--- src/rtl/avalon_burst_master.sv ---
// Avalon-MM burst master: the SRAM access engine for the edge-detection datapath.
// Takes one read/write command with base address and beat count, and issues
// sequential single-word transfers at incrementing addresses. It honours
// waitrequest and readdatavalid, with one outstanding read at a time.
// Optional feature: define RD_TIMEOUT_EN to abort a read that gets no
// readdatavalid within TIMEOUT_CYC cycles. The command then ends with
// done and error both high.
module avalon_burst_master #(
  parameter int DATA_W      = 32,
  parameter int ADDR_W      = 32,
  parameter int MAX_BURST   = 16,
  parameter int TIMEOUT_CYC = 255,
  localparam int LEN_W      = $clog2(MAX_BURST + 1)
) (
  input  logic              clk,
  input  logic              n_rst,
  // command side
  input  logic              cmd_valid,
  output logic              cmd_ready,
  input  logic              cmd_write,
  input  logic [ADDR_W-1:0] cmd_addr,
  input  logic [LEN_W-1:0]  cmd_len,
  input  logic [DATA_W-1:0] wdata,
  output logic              wdata_ack,
  output logic [DATA_W-1:0] rdata,
  output logic              rdata_valid,
  output logic              done,
  output logic              error,
  // Avalon-MM master side
  output logic [ADDR_W-1:0] address,
  output logic              read,
  output logic              write,
  output logic [DATA_W-1:0] writedata,
  input  logic              waitrequest,
  input  logic [DATA_W-1:0] readdata,
  input  logic              readdatavalid
);

  localparam logic [ADDR_W-1:0] STRIDE = ADDR_W'(DATA_W / 8);

  // Reject parameter sets the datapath cannot represent.
  if ((DATA_W % 8) != 0 || TIMEOUT_CYC < 1 || MAX_BURST < 1) begin : g_bad_param
    $error("avalon_burst_master: illegal parameter combination");
  end

  typedef enum logic [2:0] {
    IDLE    = 3'd0,
    WR      = 3'd1,
    RD_CMD  = 3'd2,
    RD_WAIT = 3'd3,
    DONE    = 3'd4
  } state_t;

  state_t             state;
  logic [LEN_W-1:0]   beats_left;

  // A length of 0 means one beat; anything above MAX_BURST is clamped.
  function automatic logic [LEN_W-1:0] eff_len(input logic [LEN_W-1:0] len);
    if (len == '0)
      return LEN_W'(1);
    else if (len > LEN_W'(MAX_BURST))
      return LEN_W'(MAX_BURST);
    else
      return len;
  endfunction

`ifdef RD_TIMEOUT_EN
  localparam int TO_W = $clog2(TIMEOUT_CYC + 1);
  logic [TO_W-1:0] to_cnt;
  logic            to_hit;
  logic            error_r;

  // The counter starts at 0 on the first RD_WAIT cycle. The abort happens on
  // the TIMEOUT_CYC-th waiting cycle, so done lands TIMEOUT_CYC cycles after
  // the block enters RD_WAIT.
  assign to_hit = (to_cnt == TO_W'(TIMEOUT_CYC - 1));
  assign error  = error_r;
`else
  assign error  = 1'b0;
`endif

  // Bus strobes are decoded from the state register, so they are glitch-free
  // and drop low in the cycle after a reset.
  assign cmd_ready = (state == IDLE);
  assign write     = (state == WR);
  assign read      = (state == RD_CMD);
  assign done      = (state == DONE);
  assign writedata = write ? wdata : '0;
  assign wdata_ack = write && !waitrequest;

  // Command FSM: latch the command, step through the beats, then spend one DONE cycle.
  always_ff @(posedge clk) begin
    if (!n_rst) begin
      state       <= IDLE;
      address     <= '0;
      beats_left  <= '0;
      rdata       <= '0;
      rdata_valid <= 1'b0;
`ifdef RD_TIMEOUT_EN
      to_cnt      <= '0;
      error_r     <= 1'b0;
`endif
    end else begin
      rdata_valid <= 1'b0;
      case (state)
        IDLE: begin
          if (cmd_valid) begin
            address    <= cmd_addr;
            beats_left <= eff_len(cmd_len);
`ifdef RD_TIMEOUT_EN
            error_r    <= 1'b0;
`endif
            state      <= cmd_write ? WR : RD_CMD;
          end
        end

        WR: begin
          if (!waitrequest) begin
            address    <= address + STRIDE;
            beats_left <= beats_left - LEN_W'(1);
            if (beats_left == LEN_W'(1))
              state <= DONE;
          end
        end

        RD_CMD: begin
          if (!waitrequest) begin
`ifdef RD_TIMEOUT_EN
            to_cnt <= '0;
`endif
            state  <= RD_WAIT;
          end
        end

        RD_WAIT: begin
          if (readdatavalid) begin
            rdata       <= readdata;
            rdata_valid <= 1'b1;
            if (beats_left > LEN_W'(1)) begin
              address    <= address + STRIDE;
              beats_left <= beats_left - LEN_W'(1);
              state      <= RD_CMD;
            end else begin
              beats_left <= '0;
              state      <= DONE;
            end
          end
`ifdef RD_TIMEOUT_EN
          else if (to_hit) begin
            // Drop the remaining beats and report the failure with done.
            beats_left <= '0;
            error_r    <= 1'b1;
            state      <= DONE;
          end else begin
            to_cnt <= to_cnt + TO_W'(1);
          end
`endif
        end

        DONE: begin
          state <= IDLE;
        end

        default: begin
          state <= IDLE;
        end
      endcase
    end
  end

endmodule

--- config.mk ---
export PLATFORM = sky130hd
export DESIGN_NAME = avalon_burst_master
export DESIGN_NICKNAME = d
export VERILOG_FILES = /design/src/rtl/avalon_burst_master.sv
export SDC_FILE = /design/constraint.sdc
export NUM_CORES = 1
export LEC_CHECK = 0
export BUFFER_PORTS_ARGS = -buffer_cell sky130_fd_sc_hd__clkbuf_2
export CORE_AREA = 2 2 87 122
export CTS_BUF_LIST = sky130_fd_sc_hd__clkbuf_8
export DETAILED_ROUTE_END_ITERATION = 8
export DIE_AREA = 0 0 89 124
export GPL_ROUTABILITY_DRIVEN = 0
export GPL_TIMING_DRIVEN = 0
export MAX_ROUTING_LAYER = met4
export PLACE_DENSITY_LB_ADDON = 0.2
export SYNTH_ARGS = -nofsm -noshare
export SYNTH_HDL_FRONTEND = slang
export SYNTH_SLANG_ARGS = --single-unit
--- constraint.sdc ---
create_clock -name clk -period 2.8 [get_ports clk]
set_clock_uncertainty 0.15 [all_clocks]
set_input_delay 0.28 -clock clk [delete_from_list [all_inputs] [get_ports clk]]
set_output_delay 0.28 -clock clk [all_outputs]
set_load 0.02 [all_outputs]
==> results of run 1 <==
==> path summary, 6_finish.rpt <==
check / start / depth (start not counted) / slack, ns / to
setup / recovery: address[2]$_SDFFE_PN0P_ / 6 / 0.14 / address[24]$_SDFFE_PN0P_
hold / removal: readdata[15] / 3 / 0.01 / rdata[15]$_SDFFE_PN0P_
setup reg to reg: address[2]$_SDFFE_PN0P_ / 6 / 0.14 / address[24]$_SDFFE_PN0P_
hold reg to reg: rdata[13]$_SDFFE_PN0P_ / 2 / 0.31 / rdata[13]$_SDFFE_PN0P_
==> cell usage in the layout, fill, tap and decap left out, drive strengths merged, types with 8 or more instances in the layout <==
cell type	synthesis	routed
a21oi	68	68
and2	35	35
clkbuf	35	253
dfxtp	73	73
dlygate4sd3	0	32
inv	12	13
nand2	114	114
nand3	16	16
nand4	12	12
nor2	34	34
nor3	15	15
nor4	8	8
o21ai	25	25
==> synthesized netlist by cell type (6+ instances only) <==
cell and n:
o21a_1 6, nand4_1 11, nand3_1 16, a21oi_1 68, dfxtp_1 73, inv_1 11
and2_1 35, nand2_1 114, nor3_1 15, nor4_1 8, o21ai_0 25, clkbuf_1 35
nor2_1 34, and3_1 6, a31oi_1 7
==> routing by layer <==
| layer | up-vias | wire (um) |
|---|---|---|
| met4 | 0 | 427 |
| met3 | 45 | 1080 |
| li1 | 2400 | - |
| met2 | 236 | 6950 |
| met1 | 2293 | 5810 |
| met5 | - | 0 |
==> worst reg2reg max path, cell delays in order (launching register included) <==
cell and delay [ns]:
dfxtp_1 0.49, ha_1 0.31, nand4_4 0.18, or4_4 0.57, or4_4 0.51, o31a_1 0.26
o211ai_2 0.12
==> cells by family after synthesis <==
family / after synthesis / share of synthesized area [%]
compound gates: 154 / 24.6
fa+ha+maj: 3 / 0.966
flops: 73 / 37.6
other cells: 1 / 0.0965
buf+inv: 50 / 4.99
simple gates: 256 / 31.5
xor+xnor: 1 / 0.225
==> sequential cells by signal (all words and copies together) (netlist names) <==
signal       cells
address         32
rdata           32
beats_left       5
state            3
rdata_valid      1
==> timing repair <==
item	4_1_cts	5_1_grt
hold buffers	32	0
endpoints found under the setup margin	0	9
endpoints found under the hold margin	32	0
gates resized for setup	0	4
==> cell type report <==
class	instances	area [sq um]	share of cell area (%)
Clock inverter	5	23.8	0.425
Buffer	38	150	2.68
Clock buffer	10	138	2.46
Multi-Input combinational cell	415	2240	40.1
Sequential cell	73	1460	26.1
Tap cell	135	169	3.02
Timing Repair Buffer	241	1370	24.4
Inverter	12	45.0	0.805
==> per-stage QoR <==
step                total power [mW]  TNS (ns)
global route                    5.44         0
detailed placement              4.31         0
floorplan                       3.39         0
CTS                             5.07         0
global placement                4.27    -0.857
finish                          5.08         0
==> power by group <==
group          switching, mW  internal [mW]
Sequential             0.308           1.29
Combinational           1.80          0.959
Clock                  0.397          0.332
==> tab_implementation.tex, run 1 <==
\begin{tabular}{lr}
\hline
Metric & Value \\
\hline
\multicolumn{2}{l}{\textbf{Clock network}} \\
Number of clock buffers inserted by TritonCTS & 9 \\
Number of H-tree levels & 3 \\
Clock tree from TritonCTS & built \\
Post CTS Setup Buffer Count & 0 \\
CTS clk-pin slew, worst paths & 0.08 ns \\
Clock tree root driver cell & clkbuf\_8 \\
Largest buffer count on any clock path & 2 \\
Clock latency on the worst-skew pair & 0.36 ns \\
Clk sink count & between 70 and 80 \\
\multicolumn{2}{l}{\textbf{Worst setup path}} \\
Slowest cell on the critical path & or4\_4 \\
Endpoint kind of the worst setup timing path & flip-flop \\
Type of the setup path with the least slack & reg -> reg \\
Element type at the critical path start & flip-flop \\
WP data required & 2.94 ns \\
CP peak stage delay & 0.57 ns \\
Top delay family on crit path & simple AND/OR/NAND/NOR gates \\
Worst Path Arrival & about 2.8 ns \\
Total buffers and inverters traversed by the critical path & 0 \\
Worst-path cell chain & ha\_1, nand4\_4, or4\_4, or4\_4, o31a\_1, o211ai\_2 \\
Maximum fanout along the worst path & 8 \\
CP most frequent cell & or4\_4 \\
\multicolumn{2}{l}{\textbf{STA}} \\
Setup violations, final & 0 \\
Total count of hold-check failures in the final report & 0 \\
Slew at the pin closest to its max-slew limit & approximately 0.81 ns \\
Period utilization & 95.1\% \\
Max Clk Rate & 376 MHz \\
RSZ-0062 raised after global routing & no \\
Max Slew Vio Count & 0 \\
Shortest clock period the worst path allows after layout & 2.66 ns \\
Final worst slack & between 0.1 and 0.15 ns \\
Max-slew headroom & between 40\% and 50\% \\
Hold Worst Slack & 0.0142 ns \\
\multicolumn{2}{l}{\textbf{Placed design}} \\
Area after detailed placement & 0.00510 sq mm \\
Total of buffers placed on input and output ports & around 210 \\
Dpl cells & between 800 and 900 \\
Pre-CTS worst setup slack & 0.0967 ns \\
Half-perimeter wire length of the detailed placement result & 10.5 mm \\
\multicolumn{2}{l}{\textbf{Outcome}} \\
Outcome & completed \\
\multicolumn{2}{l}{\textbf{Synth}} \\
Syn Inst Count & 538 \\
Mean area per synthesized cell & 7.23 sq um \\
Post-synthesis sequential area ratio & between 30\% and 40\% \\
Prevailing post-synth register cell & dfxtp\_1 \\
Largest cells by area after synthesis & dfxtp\_1, nand2\_1, a21oi\_1 \\
Number of synthesized flops with an enable pin & 0 \\
Mapped Nets & roughly 650 \\
Number of unique standard cell types used by synthesis & 51 \\
Flip-flop and latch count after synthesis & between 70 and 80 \\
Cell type with the largest total area after synthesis & dfxtp\_1 \\
Yosys warning count & 0 \\
Area of the mapped netlist & 0.00389 sq mm \\
Proportion of synthesized flip-flops having asynchronous set or reset & 0\% \\
Synth top area share & 37.6\% \\
\multicolumn{2}{l}{\textbf{Floorplanning}} \\
Std cell rows & 43 \\
Vertical die dimension & 124 um \\
Initial core utilization & around two fifths \\
Die Footprint & 0.0110 sq mm \\
Floorplan die width & 89 um \\
Total core area & 0.00990 sq mm \\
IO Pins & between 200 and 250 \\
\multicolumn{2}{l}{\textbf{Global route}} \\
Largest net degree at the start of global routing & 12 \\
Global route hottest layer & met2 \\
Global-route usage over all layers & about a quarter \\
Antenna violations before repair & 0 \\
Met1 capacity usage during global routing & 32.7\% \\
Total global routing overflow & 0 \\
Number of global-route vias before repair & 4700 \\
Met2 routing resource usage after global routing & 43.7\% \\
Global Route met3 Usage & 3.78\% \\
Wire length of the first global-routing pass & 22.5 mm \\
\multicolumn{2}{l}{\textbf{Final layout}} \\
Number of standard cells in the layout, taps in and fillers out & 929 \\
Antenna diode instance count & 0 \\
Fill cell count & 966 \\
Area delta synth->final & 44.0\% \\
Final standard cell area without fillers & 0.00560 sq mm \\
Final nets & 900 \\
Fraction of layout instances using a drive strength above 1 & 30.2\% \\
Final Core Density & 56.5\% \\
\multicolumn{2}{l}{\textbf{Drt}} \\
Initial DRC Count & 355 \\
ANT nets after route & 0 \\
Via count normalized by instance count & 5.35 \\
Residual DRC count & 0 \\
Detailed Routing Iterations Pass 1 & 5 \\
Detailed-route via count & a little under 5k \\
Detailed-route wire length & 14.3 mm \\
Detailed-route wire length per cell & 15.4 um \\
\multicolumn{2}{l}{\textbf{Power}} \\
Peak ir drop on the vdd network & $\sim$0.00043 V \\
Static Leak & 2.48 nW \\
Power Density & 908 mW/mm\^{}2 \\
\multicolumn{2}{l}{\textbf{Hold path}} \\
Worst min-delay path category & in -> reg \\
\multicolumn{2}{l}{\textbf{Job}} \\
Max capacitance violation total & 0 \\
\hline
\end{tabular}
(Power assumes the default switching activity.)
==> run 2: changes to the inputs <==
--- a/config.mk
+++ b/config.mk
@@ -6,8 +6,9 @@
 export NUM_CORES = 1
 export LEC_CHECK = 0
 export BUFFER_PORTS_ARGS = -buffer_cell sky130_fd_sc_hd__clkbuf_2
+export CAP_MARGIN = 0
 export CORE_AREA = 2 2 87 122
-export CTS_BUF_LIST = sky130_fd_sc_hd__clkbuf_8
+export CTS_BUF_LIST = sky130_fd_sc_hd__clkbuf_16
 export DETAILED_ROUTE_END_ITERATION = 8
 export DIE_AREA = 0 0 89 124
 export GPL_ROUTABILITY_DRIVEN = 0
==> tab_implementation.tex, run 2 (synthesis results as in run 1) <==
\begin{tabular}{lr}
\hline
Metric & Value \\
\hline
\multicolumn{2}{l}{\textbf{Drt}} \\
Top Metal Used & met4 \\
Initial DRC Count & 314 \\
Routed metal-1 wire length & 5.62 mm \\
ANT nets after route & 0 \\
Detailed-route wire length per cell & roughly 15 um \\
Detailed-route wire length & 13.6 mm \\
Residual DRC count & 0 \\
Wire length on met2 & 6.56 mm \\
Via count normalized by instance count & 5.35 \\
Detailed Routing Iterations Pass 1 & 5 \\
Detailed-route via count & roughly 4.8k \\
Routed wire length on met3 & 1.04 mm \\
\multicolumn{2}{l}{\textbf{Clock network}} \\
Number of hold buffers added after cts & 0 \\
Clock tree from TritonCTS & built \\
Clock tree root driver cell & clkbuf\_16 \\
Number of clock buffers inserted by TritonCTS & 9 \\
Post CTS Setup Buffer Count & 0 \\
Clock latency on the worst-skew pair & 0.33 ns \\
Clk sink count & 73 \\
Number of H-tree levels & 3 \\
Largest buffer count on any clock path & 2 \\
CTS clk-pin slew, worst paths & roughly 0.060 ns \\
Number of gates given a new drive strength after cts & 0 \\
\multicolumn{2}{l}{\textbf{Hold path}} \\
Startpoint of the lowest-slack hold path & readdata[28] \\
Worst min-delay path category & in -> reg \\
Worst hold stages & 3 \\
\multicolumn{2}{l}{\textbf{Worst setup path}} \\
Worst Path Arrival & 2.77 ns \\
Top delay family on crit path & simple AND/OR/NAND/NOR gates \\
Setup crit end & address[24]\$\_SDFFE\_PN0P\_ \\
Total buffers and inverters traversed by the critical path & 0 \\
Worst-path cell chain & ha\_1, nand4\_4, or4\_4, or4\_4, o31a\_1, o211ai\_2 \\
Slowest cell on the critical path & or4\_4 \\
Setup slack, reg-to-reg & around 0.15 ns \\
CP peak stage delay & 0.57 ns \\
CP most frequent cell & or4\_4 \\
Depth of the worst register-to-register path & 6 \\
Maximum fanout along the worst path & 8 \\
Element type at the critical path start & flip-flop \\
Critical R2R Capture & address[24]\$\_SDFFE\_PN0P\_ \\
R2R Path Start & address[2]\$\_SDFFE\_PN0P\_ \\
WP data required & 2.91 ns \\
Type of the setup path with the least slack & reg -> reg \\
Cell depth of the worst setup path & 6 \\
Endpoint kind of the worst setup timing path & flip-flop \\
Setup crit start & address[2]\$\_SDFFE\_PN0P\_ \\
\multicolumn{2}{l}{\textbf{Power}} \\
P\_int & 2.80 mW \\
Flop pwr share & 30.1\% \\
Part of the power in combinational logic & between 50\% and 60\% \\
Net load switching power & 2.52 mW \\
Fraction of power spent switching nets & 47.4\% \\
Power Density & approximately 990 mW/mm\^{}2 \\
Tot Pwr & between 5 and 6 mW \\
Clk network pwr share & between 10\% and 20\% \\
Peak ir drop on the vdd network & 0.000445 V \\
Static Leak & approximately 2.4 nW \\
\multicolumn{2}{l}{\textbf{Global route}} \\
Number of global-route vias before repair & 4492 \\
Global-route usage over all layers & about a quarter \\
Antenna violations before repair & 0 \\
Largest net degree at the start of global routing & 12 \\
Total global routing overflow & 0 \\
Wire length of the first global-routing pass & 21.5 mm \\
\multicolumn{2}{l}{\textbf{STA}} \\
Max Slew Vio Count & 0 \\
Max-slew headroom & 49.5\% \\
Hold Worst Slack & 0.0167 ns \\
Max Clk Rate & roughly 380 MHz \\
Slew at the pin closest to its max-slew limit & 0.751 ns \\
Setup violations, final & 0 \\
Total negative slack & 0 ns \\
Shortest clock period the worst path allows after layout & 2.65 ns \\
Period utilization & 94.8\% \\
Total count of hold-check failures in the final report & 0 \\
RSZ-0062 raised after global routing & no \\
\multicolumn{2}{l}{\textbf{Final layout}} \\
Area delta synth->final & 38.1\% \\
Fraction of layout instances using a drive strength above 1 & 31.4\% \\
Fill cell count & 1025 \\
Commonest cells after routing, fill and taps aside & clkbuf\_2, nand2\_1, dfxtp\_1 \\
Antenna diode instance count & 0 \\
Final Core Density & 54.2\% \\
Registers with the most flip-flops & address: 32 flops, rdata: 32 flops, beats\_left: 5 flops \\
Final nets & 868 \\
Most frequent standard cell in the layout excluding fill and tap cells & clkbuf\_2 \\
\multicolumn{2}{l}{\textbf{Floorplanning}} \\
Initial core utilization & between 30\% and 40\% \\
Std cell rows & 43 \\
Floorplan die width & 89 um \\
Die Footprint & 0.0110 sq mm \\
Vertical die dimension & about 120 um \\
Total core area & 0.00990 sq mm \\
IO Pins & 210 \\
\multicolumn{2}{l}{\textbf{Outcome}} \\
Outcome & completed \\
\multicolumn{2}{l}{\textbf{Placed design}} \\
Half-perimeter wire length of the detailed placement result & 10.5 mm \\
Total of buffers placed on input and output ports & between 200 and 250 \\
\multicolumn{2}{l}{\textbf{Job}} \\
Max capacitance violation total & 0 \\
\hline
\end{tabular}
## run 2: cell types whose count changed in the layout (fill, tap and decap cells not counted)
cell	delta
clkbuf_16	+9
clkbuf_8	-10
clkinv_1	+1
dlygate4sd3_1	-32
## run 2: per-layer routing
metal,track usage (%),vias to the layer above
met5,-,-
met3,3.64,34
met2,40.7,228
met1,31.8,2199
met4,10.1,0
li1,-,2342
## run 2: power groups by stage
stage	combinational [mW]	sequential (mW)	clock (mW)
2_1_floorplan	1.61	1.77	0
4_1_cts	2.71	1.59	1.03
3_5_place_dp	2.70	1.61	0
6_report	2.72	1.60	1.01
5_1_grt	2.99	1.63	1.07
3_3_place_gp	2.67	1.60	0
## run 2: worst min-delay path by stage
stage                     slack [ns]                 endpoint
after floorplan                 0.27  address[0]$_SDFFE_PN0P_
after global placement          0.29    rdata[0]$_SDFFE_PN0P_
after detailed placement        0.30   rdata[16]$_SDFFE_PN0P_
after CTS                      0.008   rdata[26]$_SDFFE_PN0P_
after global routing            0.02   rdata[11]$_SDFFE_PN0P_
final                           0.02   rdata[28]$_SDFFE_PN0P_
## run 2: stage by stage
step	cells	instance area, sq um	setup slack [ns]
finish	897	5370	0.147
global route	897	5370	0.0555
CTS	897	5360	0.0554
detailed placement	882	5100	0.0967
global placement	881	5100	-0.332
floorplan	538	3890	0.248
## run 2: final cells by class
class | count | area, sq um | area share, %
plain buffers | 38 | 150 | 2.80
clock inverters | 6 | 27.5 | 0.513
inverters | 12 | 45.0 | 0.839
multi-input cells | 415 | 2240 | 41.8
flip-flops and latches | 73 | 1460 | 27.2
well taps | 135 | 169 | 3.15
clock buffers | 9 | 225 | 4.19
repair buffers | 209 | 1050 | 19.5
## run 2: worst register-to-register path: cells and delay by family (launching register included)
kind,cells,cell delay [ns]
simple gates,3,1.26
fa+ha+maj,1,0.32
compound gates,2,0.38
flops,1,0.48
